File: config.mk
export PLATFORM = sky130hd
export DESIGN_NAME = collision_scanner
export DESIGN_NICKNAME = d
export VERILOG_FILES = /design/src/rtl/collision_scanner.sv
export SDC_FILE = /design/constraint.sdc
export NUM_CORES = 1
export LEC_CHECK = 0
export ABC_AREA = 1
export CAP_MARGIN = 0
export CELL_PAD_IN_SITES_DETAIL_PLACEMENT = 2
export CELL_PAD_IN_SITES_GLOBAL_PLACEMENT = 2
export CORE_ASPECT_RATIO = 0.6
export CORE_MARGIN = 2
export CORE_UTILIZATION = 32
export DETAILED_ROUTE_END_ITERATION = 12
export PLACE_DENSITY = 0.75
export SLEW_MARGIN = 10
export SYNTH_ARGS = -nofsm -noshare
export SYNTH_HDL_FRONTEND = slang
export SYNTH_SLANG_ARGS = --single-unit
export TNS_END_PERCENT = 1
File: constraint.sdc
create_clock -name clk -period 32.1 [get_ports clk]
set_clock_uncertainty 0.1 [all_clocks]
set_input_delay 6.42 -clock clk [delete_from_list [all_inputs] [get_ports clk]]
set_output_delay 6.42 -clock clk [all_outputs]
set_load 0.05 [all_outputs]
File: src/rtl/collision_scanner.sv
// collision_scanner: snapshots the player and obstacle slots on a frame tick, then tests one slot per clock for overlap.
// Optional feature macro: COLLISION_EARLY_EXIT_EN (finish the scan at the first overlapping slot).
module collision_scanner #(
   parameter int N_OBS    = 20,
   parameter int PLAYER_X = 100,
   parameter int PLAYER_W = 32,
   parameter int PLAYER_H = 32,
   parameter int OBS_W    = 40,
   parameter int OBS_H    = 60
) (
   input  logic                 clk,
   input  logic                 rst,
   input  logic                 frame_tick,
   input  logic [9:0]           player_y,
   input  logic [10*N_OBS-1:0]  obstacle_x,
   input  logic [9*N_OBS-1:0]   obstacle_y,
   output logic                 busy,
   output logic                 done,
   output logic                 hit,
   output logic [4:0]           hit_index
);

   localparam logic [1:0]  S_IDLE  = 2'd0;
   localparam logic [1:0]  S_SCAN  = 2'd1;
   localparam logic [1:0]  S_DONE  = 2'd2;
   localparam logic [4:0]  LAST_IDX = 5'(N_OBS - 1);
   localparam logic [9:0]  EMPTY_X  = 10'h3FF;
   localparam logic [10:0] X_LEFT   = 11'(PLAYER_X);
   localparam logic [10:0] X_RIGHT  = 11'(PLAYER_X + PLAYER_W);
   localparam logic [10:0] OW       = 11'(OBS_W);
   localparam logic [10:0] OH       = 11'(OBS_H);
   localparam logic [10:0] PH       = 11'(PLAYER_H);

   logic [1:0]  state_q, state_d;
   logic [4:0]  index_q, index_d;
   logic        hit_flag_q, hit_flag_d;
   logic [4:0]  first_idx_q, first_idx_d;
   logic        hit_q, hit_d;
   logic [4:0]  hit_index_q, hit_index_d;
   logic [9:0]  py_q, py_d;
   logic [9:0]  ox_q [N_OBS];
   logic [9:0]  ox_d [N_OBS];
   logic [8:0]  oy_q [N_OBS];
   logic [8:0]  oy_d [N_OBS];

   logic [10:0] ox_e, oy_e, py_e;
   logic        slot_hit, last_slot, finish;

   // Overlap test on 11-bit zero-extended operands so sums never wrap.
   always_comb begin
      ox_e     = {1'b0, ox_q[index_q]};
      oy_e     = {2'b0, oy_q[index_q]};
      py_e     = {1'b0, py_q};
      slot_hit = (ox_q[index_q] != EMPTY_X)
              && (ox_e < X_RIGHT)
              && ((ox_e + OW) > X_LEFT)
              && (oy_e < (py_e + PH))
              && ((oy_e + OH) > py_e);
      last_slot = (index_q == LAST_IDX);
`ifdef COLLISION_EARLY_EXIT_EN
      finish = last_slot || slot_hit;
`else
      finish = last_slot;
`endif
   end

   always_comb begin
      state_d     = state_q;
      index_d     = index_q;
      hit_flag_d  = hit_flag_q;
      first_idx_d = first_idx_q;
      hit_d       = hit_q;
      hit_index_d = hit_index_q;
      py_d        = py_q;
      ox_d        = ox_q;
      oy_d        = oy_q;
      case (state_q)
         S_IDLE: begin
            if (frame_tick) begin
               py_d = player_y;
               for (int i = 0; i < N_OBS; i++) begin
                  ox_d[i] = obstacle_x[10*i +: 10];
                  oy_d[i] = obstacle_y[9*i +: 9];
               end
               index_d    = '0;
               hit_flag_d = 1'b0;
               state_d    = S_SCAN;
            end
         end
         S_SCAN: begin
            if (slot_hit && !hit_flag_q) begin
               first_idx_d = index_q;
            end
            hit_flag_d = hit_flag_q | slot_hit;
            index_d    = index_q + 5'd1;
            if (finish) begin
               // Results are published on the same edge that enters DONE.
               hit_d       = hit_flag_d;
               hit_index_d = hit_flag_d ? first_idx_d : 5'd0;
               state_d     = S_DONE;
            end
         end
         S_DONE: begin
            state_d = S_IDLE;
         end
         default: begin
            state_d = S_IDLE;
         end
      endcase
   end

   always_ff @(posedge clk) begin
      if (rst) begin
         state_q     <= S_IDLE;
         index_q     <= '0;
         hit_flag_q  <= 1'b0;
         first_idx_q <= '0;
         hit_q       <= 1'b0;
         hit_index_q <= '0;
      end else begin
         state_q     <= state_d;
         index_q     <= index_d;
         hit_flag_q  <= hit_flag_d;
         first_idx_q <= first_idx_d;
         hit_q       <= hit_d;
         hit_index_q <= hit_index_d;
      end
   end

   // Snapshot storage is pure datapath; it is only read while a scan is active.
   always_ff @(posedge clk) begin
      py_q <= py_d;
      ox_q <= ox_d;
      oy_q <= oy_d;
   end

   assign busy      = (state_q != S_IDLE);
   assign done      = (state_q == S_DONE);
   assign hit       = hit_q;
   assign hit_index = hit_index_q;

endmodule

=== Yosys cells after proc, flatten, opt, wreduce, memory -nomap -nowiden ===
Index checks and enable logic that the tools add are counted.

* Logic and storage cells: 92
* Memories kept: 0
* Memory bits (read-only): 0
* Bits in writable memories: 0
* Flip-flop bits (word level): 409
* Input bits: 393
* Bits in latches: 0
* Output and inout port bits: 8

* Add/subtract/negate cells: 4
* Reduce and logical (&&, ||, !) cells: 13
* Mux-type cells: 15
* Equality and inequality tests: 6
* Bitwise logic cells: 2
* Order comparisons: 5
* Shift operators: 0
* Multiply operators: 0
* Divide/modulo/power cells: 0

{| class="wikitable"
|+ Operators with widths
! operator !! number
|-
| $bmux W10 S5 || 1
|-
| $bmux W9 S5 || 1
|-
| $add A10 B6 Y11 const B || 2
|-
| $mux W10 || 2
|-
| $mux W9 || 2
|-
| $mux W5 || 3
|-
| $gt A11 B7 Y1 const B || 1
|-
| $lt A9 B11 Y1 || 1
|-
| $add A9 B6 Y10 const B || 1
|-
| $gt A10 B10 Y1 || 1
|-
| $lt A10 B8 Y1 const B || 1
|-
| $ne A10 B10 Y1 const B || 1
|-
| $pmux W5 S2 || 1
|-
| $reduce_and A2 Y1 || 4
|-
| $ge A6 B6 Y1 const B || 1
|-
| $not A5 Y6 || 1
|-
| $add A5 B1 Y5 const B || 1
|-
| $eq A5 B5 Y1 const B || 1
|-
| $logic_and A1 B1 Y1 || 5
|-
| $mux W2 || 2
|-
| $ne A2 B2 Y1 const B || 2
|-
| $pmux W2 S2 || 1
|-
| $reduce_bool A2 Y1 || 2
|-
| $eq A2 B1 Y1 const B || 1
|-
| 6 further kinds || 6
|}

=== Longest topological paths before layout ===
Gate-level depths: netlist of run 1.

* Depth in word-level cells: 12
* Gate-level depth with buffers: 30
* Mapped depth without buffers: 26

=== Worst setup path after synthesis of run 1 ===
No wires, ideal clock.

* Path type: input port to flip-flop
* From: input port frame_tick
* To: register state_q[0]
* Setup slack: 6839 ps
* Stages on the path: 4
* Arrival: 24992 ps
* Required time: 31832 ps
* Setup time: 168 ps
* Path buffers: 0
* Cells stage by stage: inv_1 > nor2_1 > nor2_1 > a211oi_1

* Longest elaborated chain between the ends: 2

{| class="wikitable"
|+ Ends and longest elaborated chain
! item !! line !! RTL
|-
| start, declared || 13 || <nowiki>input logic frame_tick,</nowiki>
|-
| $ne A2 B2 Y1 (no source line) || n/a ||
|-
| $reduce_and A2 Y1 (no source line) || n/a ||
|-
| end signal, assigned || 121 || <nowiki>state_q <= state_d;</nowiki>
|-
| end, declared || 34 || <nowiki>logic [1:0] state_q, state_d;</nowiki>
|}

No other way between the ends.
A chain may end at the register's enable or synchronous reset.

=== Final worst setup path of run 1 ===
* From: input port frame_tick
* To: register ox_q[109] (netlist bit) (enable)

* Longest elaborated chain between the ends: 1

{| class="wikitable"
|+ Ends and longest elaborated chain
! item !! line !! RTL
|-
| $reduce_and A2 Y1 (no source line) || n/a ||
|-
| end signal, assigned || 133 || <nowiki>ox_q <= ox_d;</nowiki>
|-
| end, declared || 41 || <nowiki>logic [9:0] ox_q [N_OBS];</nowiki>
|}

No other way between the ends.

==> run_results.csv, run 1 <==
group,metric,value,unit
run_status,status,"complete, no violations",
logic_synthesis,yosys_warnings,0,
sta,finalMaxSlewViolations,0,
route,wire_per_inst,24.01,um
sta,max-slew-margin-rel,0.2372,
worst_setup_path,cp_num_cells,6,
logic_synthesis,netlist_area,17070,um^2
route,ant_nets,0,
grt,grt_use_total,0.2215,
worst_setup_path,cp-start-kind,"primary input",
clock_tree,post-cts-setup-buffer-count,0,
die,core_region_area,52620,um^2
sta,fin_crit_sh,0.3040,
grt,antenna_found_initial,9,
sta,setup_violations,0,
finish,synthToLayoutAreaGrowth,34.79,%
worst_setup_path,crit_required,32.17,ns
worst_setup_path,crit_family,"buffers and inverters",
grt,grt_overflow,0,
logic_synthesis,synth_edf_count,390,
route,num_vias,12770,
worst_setup_path,critPathCapture,"ox_q[109]$_DFFE_PP_",
sta,tightest_slew,1.144,ns
worst_setup_path,r2r_cells,27,
placement,numPortBuffers,400,
worst_setup_path,cp_slowest_stage_delay,0.96,ns
die,initial_core_util,0.3244,
grt,grt_pass1_vias,14080,
worst_hold_path,hold_path.class,"reg -> reg",
logic_synthesis,synthTopCellsByCount,"390 x edfxtp_1, 240 x nand2_1, 220 x nor2_1, 114 x o21ai_0, 88 x inv_1",
route,via_per_inst,4.966,
die,row_count,65,
clock_tree,cts_hold_buf,0,
logic_synthesis,synth_top_cell_area_share,0.6862,
logic_synthesis,yosysMostFrequentCell,"edfxtp_1",
route,wl,61.73,mm
worst_setup_path,setup.worst_path.start,"frame_tick",
worst_setup_path,crit_path_top_delay_cell,"buf_4",
flow_run,maxCapViolations,0,
die,dieArea,55260,um^2
finish,multiInputGateArea,4179,um^2
logic_synthesis,synth.net_count,1854,
grt,grt_max_degree,86,
logic_synthesis,ys_ff_latch,409,
logic_synthesis,async_flop_share,0,
clock_tree,clk_latency,0.56,ns
sta,hold_ws,0.3787,ns
route,drt-initial-drc-count,695,
power_and_ir_drop,p_leak,8.423,nW
die,die_y,182.9,um
finish,seqCellArea,12100,um^2
logic_synthesis,synthCells,1439,
clock_tree,cts-root-buf,"clkbuf_16",
die,ios,401,
die,die_w,302.2,um
finish,finalNetCount,2240,
logic_synthesis,synth_cell_types,45,
finish,drive_gt1_frac,0.05759,
worst_setup_path,end_kind,"register",
worst_setup_path,criticalPathCategory,"in -> reg",
clock_tree,cts_sinks,409,
sta,rsz0062_at_grt,"false",
sta,finalSetupTns,0,ns
worst_setup_path,worstPathCellList,"clkdlybuf4s50_1 -> inv_1 -> nor2_4 -> buf_4 -> buf_4 -> buf_4",
clock_tree,cts_resized,0,
logic_synthesis,ys.flop_type,"edfxtp_1",
sta,fmax,102.5,MHz
worst_setup_path,timing.reg2reg.setup_slack,26.01,ns
worst_setup_path,r2r_end,"hit_index[3]$_SDFFE_PP0P_",
logic_synthesis,synth_area_leaders,"edfxtp_1 69%, nand2_1 5.3%, nor2_1 4.8%",
logic_synthesis,yosysTopAreaCell,"edfxtp_1",
clock_tree,clk_pin_slew,0.06,ns
power_and_ir_drop,p_per_area,55.34,nW/um^2
clock_tree,cts_buffers,42,
sta,period_needed,9.757,ns
grt,grt_pass1_wl,90.58,mm
worst_setup_path,crit_fanout,85,
route,drcViolationCount,0,
clock_tree,h-tree-depth,2,
route,first_pass_iters,5,
clock_tree,clk_path_buf_depth,3,
worst_setup_path,crit_buf_inv,5,
worst_setup_path,r2r-start,"index_q[1]$_SDFFE_PP0P_",
logic_synthesis,ys_seq_area_frac,0.7085,
finish,fill_cells,5371,
clock_tree,cts_tree,"yes",
logic_synthesis,syn_area_per_cell,11.86,um^2
placement,finalWeightedCongestion,0.7758,
power_and_ir_drop,power.total,1.273,mW
worst_setup_path,crit_top_cell,"buf_4",
placement,hpwl,43.24,mm
worst_setup_path,cp_data_arrival_time,9.83,ns
power_and_ir_drop,vdd_drop_max,0.00003450,V
sta,finalHoldViolCount,0,
where the power goes:
group	internal, mW	switching, mW
logic	0.0714	0.0917
registers	0.624	0.0114
clock network	0.263	0.212
state kept, by name, summed over array words and instances (netlist names):
name and flops:
ox_q 200, oy_q 180, py_q 10, first_idx_q 5, hit_index 5, index_q 5
state_q 2, hit 1, hit_flag_q 1
stage by stage:
| stage | utilization | setup WS (ns) | instances | area [um^2] |
|---|---|---|---|---|
| 3_5_place_dp | 0.4119 | 21.73 | 2484 | 21670 |
| 2_1_floorplan | - | 6.839 | 1439 | 17070 |
| 4_1_cts | 0.4367 | 22.33 | 2561 | 22980 |
| 3_3_place_gp | 0.4119 | 21.86 | 2484 | 21670 |
| 5_1_grt | 0.4371 | 22.08 | 2570 | 23000 |
| 6_report | 0.4372 | 22.34 | 2571 | 23000 |
per-layer routing:
layer	vias to the layer above	wire length, um	global-route usage
met5	-	7	0
met4	2	1211	0.05168
met3	82	2219	0.03317
met2	279	30050	0.3649
met1	6539	28240	0.3087
li1	5865	-	-
layout make-up:
type,instances,share of cell area
tap,703,0.03824
clock buffer,57,0.05036
inverter,94,0.01561
antenna,10,0.001088
sequential,409,0.5261
clock inverter,20,0.006418
multi-input combinational,858,0.1817
timing repair buffer,420,0.1806
cells in the final DEF (no fill, tap or decap), drive strengths merged, types with 22 or more instances in the layout:
| master | n |
|---|---|
| nor2 | 221 |
| clkbuf | 57 |
| nand2 | 245 |
| o21ai | 172 |
| nand3 | 68 |
| inv | 92 |
| o22ai | 42 |
| edfxtp | 390 |
| ha | 22 |
| clkdlybuf4s50 | 400 |
how the worst min path moves through the flow:
stage	slack, ns	from	end	depth (start not counted)
2_1_floorplan	0.40	index_q[4]$_SDFFE_PP0P_	index_q[4]$_SDFFE_PP0P_	2
3_3_place_gp	0.36	hit_index[3]$_SDFFE_PP0P_	hit_index[3]$_SDFFE_PP0P_	2
3_5_place_dp	0.37	hit_index[2]$_SDFFE_PP0P_	hit_index[2]$_SDFFE_PP0P_	2
4_1_cts	0.38	hit_index[2]$_SDFFE_PP0P_	hit_index[2]$_SDFFE_PP0P_	2
5_1_grt	0.40	hit_index[4]$_SDFFE_PP0P_	hit_index[4]$_SDFFE_PP0P_	2
6_report	0.38	hit_index[4]$_SDFFE_PP0P_	hit_index[4]$_SDFFE_PP0P_	2
logic make-up after synthesis:
kind of cell	Yosys count	share of synthesized area
AOI/OAI and AO/OA	271	0.09046
xor gates and xnor gates	7	0.003592
adders and majority gates	22	0.01613
buffers and inverters	172	0.04787
DFF	409	0.7085
and+or+nand+nor	558	0.1335
worst min-delay path, stage by stage (launching register included):
cell and delay [ns]:
dfxtp_1 0.31, nand2_1 0.06, a21oi_1 0.06
Power figures use the tool's default switching activity.
==> run 2, diff against run 1 <==
- CORE_UTILIZATION: 32 -> 29
- PLACE_DENSITY: 0.75 -> 0.72
- clock period: 32.1 -> 8.18 ns (I/O delays scaled with it)
==> run_results.csv, run 2 (synthesis results as in run 1) <==
group,metric,value,unit
run_status,status,"complete, no violations",
power_and_ir_drop,vdd_drop_max,0.0001618,V
grt,grt_overflow,0,
sta,finalMaxSlewViolations,0,
placement,hpwl,42.93,mm
grt,grt_use_total,0.1999,
die,dieArea,60870,um^2
finish,stdcell_area,23210,um^2
finish,drive_gt1_frac,0.05603,
power_and_ir_drop,power.total,5.179,mW
placement,place_inst,2547,
sta,fin_crit_sh,0.7215,
route,num_vias,12640,
worst_setup_path,crit_fanout,45,
worst_hold_path,hold_path.class,"reg -> reg",
sta,tightest_slew,1.114,ns
die,core_region_area,57860,um^2
finish,largest-register,"ox_q",
clock_tree,clk_pin_slew,0.06,ns
power_and_ir_drop,p_leak,8.472,nW
worst_setup_path,cp-start-kind,"register",
placement,placed_area,21760,um^2
sta,max-slew-margin-rel,0.2573,
clock_tree,clk_path_buf_depth,3,
finish,final_util,0.4012,
worst_setup_path,crit_required,8.51,ns
flow_run,maxCapViolations,0,
sta,setup_violations,0,
worst_setup_path,cp_data_arrival_time,6.23,ns
worst_setup_path,timing.reg2reg.setup_slack,2.28,ns
clock_tree,cts_hold_buf,0,
finish,multiInputGateArea,4179,um^2
sta,hold_ws,0.3760,ns
route,wl,61.37,mm
grt,antenna_found_initial,11,
route,ant_nets,0,
finish,synthToLayoutAreaGrowth,36.00,%
placement,numPortBuffers,400,
power_and_ir_drop,p_per_area,223.1,nW/um^2
route,drcViolationCount,0,
worst_setup_path,criticalPathCategory,"reg -> reg",
route,first_pass_iters,5,
clock_tree,h-tree-depth,2,
finish,finalNonFillerCells,2634,
die,initial_core_util,0.2950,
sta,finalSetupTns,0,ns
grt,grt_pass1_vias,13850,
route,wire_per_inst,23.30,um
finish,finalNetCount,2237,
route,drt-initial-drc-count,816,
clock_tree,post-cts-setup-buffer-count,0,
sta,finalHoldViolCount,0,
placement,finalWeightedCongestion,0.7788,
finish,seqCellArea,12100,um^2
clock_tree,cts_buffers,43,
sta,setup_slack,2.278,ns
clock_tree,cts_sinks,409,
grt,grt_pass1_wl,89.82,mm
grt,grt_max_degree,182,
worst_setup_path,end_kind,"register",
route,via_per_inst,4.798,
clock_tree,cts-root-buf,"clkbuf_16",
finish,final_common_cell,"clkdlybuf4s50_1",
die,die_w,317.2,um
finish,largest_reg_flops,200,
clock_tree,cts_tree,"yes",
worst_setup_path,r2r_cells,24,
die,die_y,191.9,um
worst_hold_path,whs_path_depth,2,
finish,fill_cells,5868,
die,row_count,68,
finish,final_cell_mix,"400 x clkdlybuf4s50_1, 390 x edfxtp_1, 240 x nand2_1, 218 x nor2_1, 114 x o21ai_0",
sta,fmax,169.4,MHz
clock_tree,clk_latency,0.56,ns
clock_tree,cts_resized,0,
finish,top_regs,"ox_q: 200 flops, oy_q: 180 flops, py_q: 10 flops",
placement,dp_slack,2.211,ns
sta,rsz0062_at_grt,"false",
sta,period_needed,5.902,ns
die,ios,401,
==> run 2: where the power goes <==
part           total [mW]  leakage (nW)  internal [mW]  switching (mW)
registers            2.50          3.89           2.45          0.0528
logic               0.630          3.88          0.281           0.350
clock network        2.05         0.704           1.19           0.853
total                5.18          8.47           3.92            1.26
==> run 2: area by class of cell <==
class,instances,share of cell area
tap,770,0.04150
antenna,8,0.0008624
clock buffer,54,0.04997
multi-input combinational,858,0.1800
timing repair buffer,416,0.1787
clock inverter,25,0.01154
sequential,409,0.5213
inverter,94,0.01601
==> run 2: final timing paths <==
| check | from | end |
|---|---|---|
| hold reg to reg | hit_index[4]$_SDFFE_PP0P_ | hit_index[4]$_SDFFE_PP0P_ |
| setup / recovery | index_q[1]$_SDFFE_PP0P_ | first_idx_q[0]$_SDFFE_PP0P_ |
| hold / removal | hit_index[4]$_SDFFE_PP0P_ | hit_index[4]$_SDFFE_PP0P_ |
| setup reg to reg | index_q[1]$_SDFFE_PP0P_ | first_idx_q[0]$_SDFFE_PP0P_ |
==> run 2: critical path, cell delays in order, from the launching register on <==
cell,delay (ns)
dfxtp_4,0.68
clkinv_2,0.70
buf_4,0.46
buf_4,0.31
o21ai_0,0.15
o22ai_1,0.12
a22oi_2,0.30
ha_1,0.25
inv_1,0.06
o211ai_1,0.23
xor2_1,0.13
ha_1,0.34
nand4_1,0.10
inv_1,0.08
nand3_1,0.09
o211ai_1,0.17
o21ai_0,0.15
nor3_2,0.20
nand2_1,0.12
nor3_4,0.32
nand3_2,0.21
nand2_1,0.12
nand2_1,0.07
o21ai_1,0.14
inv_1,0.06
==> run 2: metal layers <==
layer | share of wire | global-route usage | vias up
li1 | - | - | 5855
met1 | 0.47 | 0.2773 | 6439
met2 | 0.47 | 0.3224 | 255
met3 | 0.044 | 0.04027 | 82
met4 | 0.020 | 0.04568 | 8
met5 | 0.00086 | 0 | -
==> run 3, diff against run 2 <==
- clock period: 8.18 -> 4.9 ns (I/O delays scaled with it)
==> run_results.csv, run 3 (synthesis results as in run 1) <==
group,metric,value,unit
worst_setup_path,cp_slowest_stage_delay,0.40,ns
sta,fmax,221.8,MHz
worst_setup_path,crit_required,5.26,ns
flow_run,maxCapViolations,0,
die,row_count,68,
die,initial_core_util,0.2950,
worst_setup_path,crit_top_cell,"nand2_1",
power_and_ir_drop,vdd_drop_max,0.0002383,V
route,ant_nets,0,
clock_tree,clk_path_buf_depth,3,
sta,tightest_slew,0.9853,ns
finish,drive_gt1_frac,0.07226,
grt,antenna_found_initial,8,
finish,synthToLayoutAreaGrowth,38.03,%
power_and_ir_drop,p_per_area,369.4,nW/um^2
die,ios,401,
finish,largest-register,"ox_q",
sta,period_needed,4.508,ns
route,wl,63.58,mm
finish,final_util,0.4072,
placement,hpwl,46.20,mm
finish,stdcell_area,23560,um^2
sta,max-slew-margin-rel,0.3432,
worst_setup_path,end_kind,"register",
finish,final_common_cell,"clkdlybuf4s50_1",
route,wire_per_inst,23.95,um
clock_tree,h-tree-depth,2,
route,drcViolationCount,0,
placement,finalWeightedCongestion,0.7984,
clock_tree,cts_sinks,409,
route,first_pass_iters,6,
clock_tree,cts-root-buf,"clkbuf_16",
worst_setup_path,crit_fanout,16,
die,core_region_area,57860,um^2
placement,numPortBuffers,400,
die,die_w,317.2,um
clock_tree,cts_tree,"yes",
sta,fin_crit_sh,0.9199,
sta,setup_violations,0,
sta,finalHoldViolCount,0,
die,dieArea,60870,um^2
worst_setup_path,cp_data_arrival_time,4.87,ns
grt,grt_use_total,0.2036,
run_status,status,"complete, no violations",
placement,placed_area,21910,um^2
worst_setup_path,criticalPathCategory,"reg -> reg",
grt,grt_pass1_wl,91.05,mm
finish,largest_reg_flops,200,
clock_tree,cts_hold_buf,0,
clock_tree,clk_latency,0.56,ns
grt,grt_pass1_vias,14090,
worst_setup_path,crit_family,"simple AND/OR/NAND/NOR gates",
finish,final_cell_mix,"400 x clkdlybuf4s50_1, 390 x edfxtp_1, 238 x nand2_1, 218 x nor2_1, 112 x o21ai_0",
die,die_y,191.9,um
worst_setup_path,cp-start-kind,"register",
grt,grt_overflow,0,
power_and_ir_drop,p_leak,8.654,nW
route,via_per_inst,4.811,
clock_tree,cts_buffers,43,
sta,finalMaxSlewViolations,0,
route,drt-initial-drc-count,799,
clock_tree,clk_pin_slew,0.06,ns
worst_setup_path,crit_buf_inv,4,
finish,top_regs,"ox_q: 200 flops, oy_q: 180 flops, py_q: 10 flops",
worst_hold_path,hold_path.class,"reg -> reg",
grt,grt_max_degree,138,
worst_setup_path,crit_path_top_delay_cell,"dfxtp_4",
finish,finalNetCount,2263,
route,num_vias,12770,
-- run 3: metal layers --
metal | up-vias | share of wire | GRT usage
met3 | 64 | 0.040 | 0.03574
li1 | 5903 | - | -
met4 | 8 | 0.012 | 0.03341
met1 | 6542 | 0.47 | 0.2834
met2 | 252 | 0.48 | 0.3376
met5 | - | 0.00072 | 0
-- run 3: repair_timing --
item | 4_1_cts | 5_1_grt
resized for setup | 0 | 22
buffers inserted | 0 | 9
endpoints found under the setup margin | 0 | 12
-- run 3: path summary, 6_finish.rpt --
check	slack (ns)	end	depth (start not counted)	startpoint
setup / recovery	0.39	hit_index[4]$_SDFFE_PP0P_	25	index_q[0]$_SDFFE_PP0P_
hold / removal	0.38	hit_index[3]$_SDFFE_PP0P_	2	hit_index[3]$_SDFFE_PP0P_
setup reg to reg	0.39	hit_index[4]$_SDFFE_PP0P_	25	index_q[0]$_SDFFE_PP0P_
hold reg to reg	0.38	hit_index[3]$_SDFFE_PP0P_	2	hit_index[3]$_SDFFE_PP0P_
-- run 3: layout make-up --
class                      instances  area [um^2]
fill                            5937        34300
tap                              770        963.4
timing repair buffer             442         4453
clock buffer                      52         1110
antenna                            2        5.005
inverter                          94        392.9
sequential                       409        12100
clock inverter                    27        329.1
multi-input combinational        858         4200
-- run 3: power by group --
part | total [mW] | switching, mW | internal (mW) | leakage, nW
registers | 4.16 | 0.0756 | 4.09 | 3.89
logic | 1.13 | 0.628 | 0.502 | 4.06
clock network | 3.41 | 1.42 | 1.99 | 0.701
total | 8.70 | 2.12 | 6.58 | 8.65
-- run 3: stage by stage --
| stage | setup TNS (ns) | cells | setup WS (ns) | hold WS (ns) | total power [mW] |
|---|---|---|---|---|---|
| 2_1_floorplan | -947.84 | 1439 | -2.971 | 0.3957 | 4.770 |
| 3_3_place_gp | 0 | 2562 | 0.3538 | 0.3744 | 5.284 |
| 3_5_place_dp | 0 | 2562 | 0.05210 | 0.3730 | 5.344 |
| 4_1_cts | 0 | 2641 | 0.01222 | 0.3828 | 8.789 |
| 5_1_grt | -0.002946 | 2654 | -0.002946 | 0.4027 | 9.070 |
| 6_report | 0 | 2654 | 0.3923 | 0.3802 | 8.703 |
-- run 3: tightest hold or removal path: stages (launching register included) --
cell	delay (ns)
dfxtp_1	0.31
nand2_1	0.06
a21oi_1	0.06
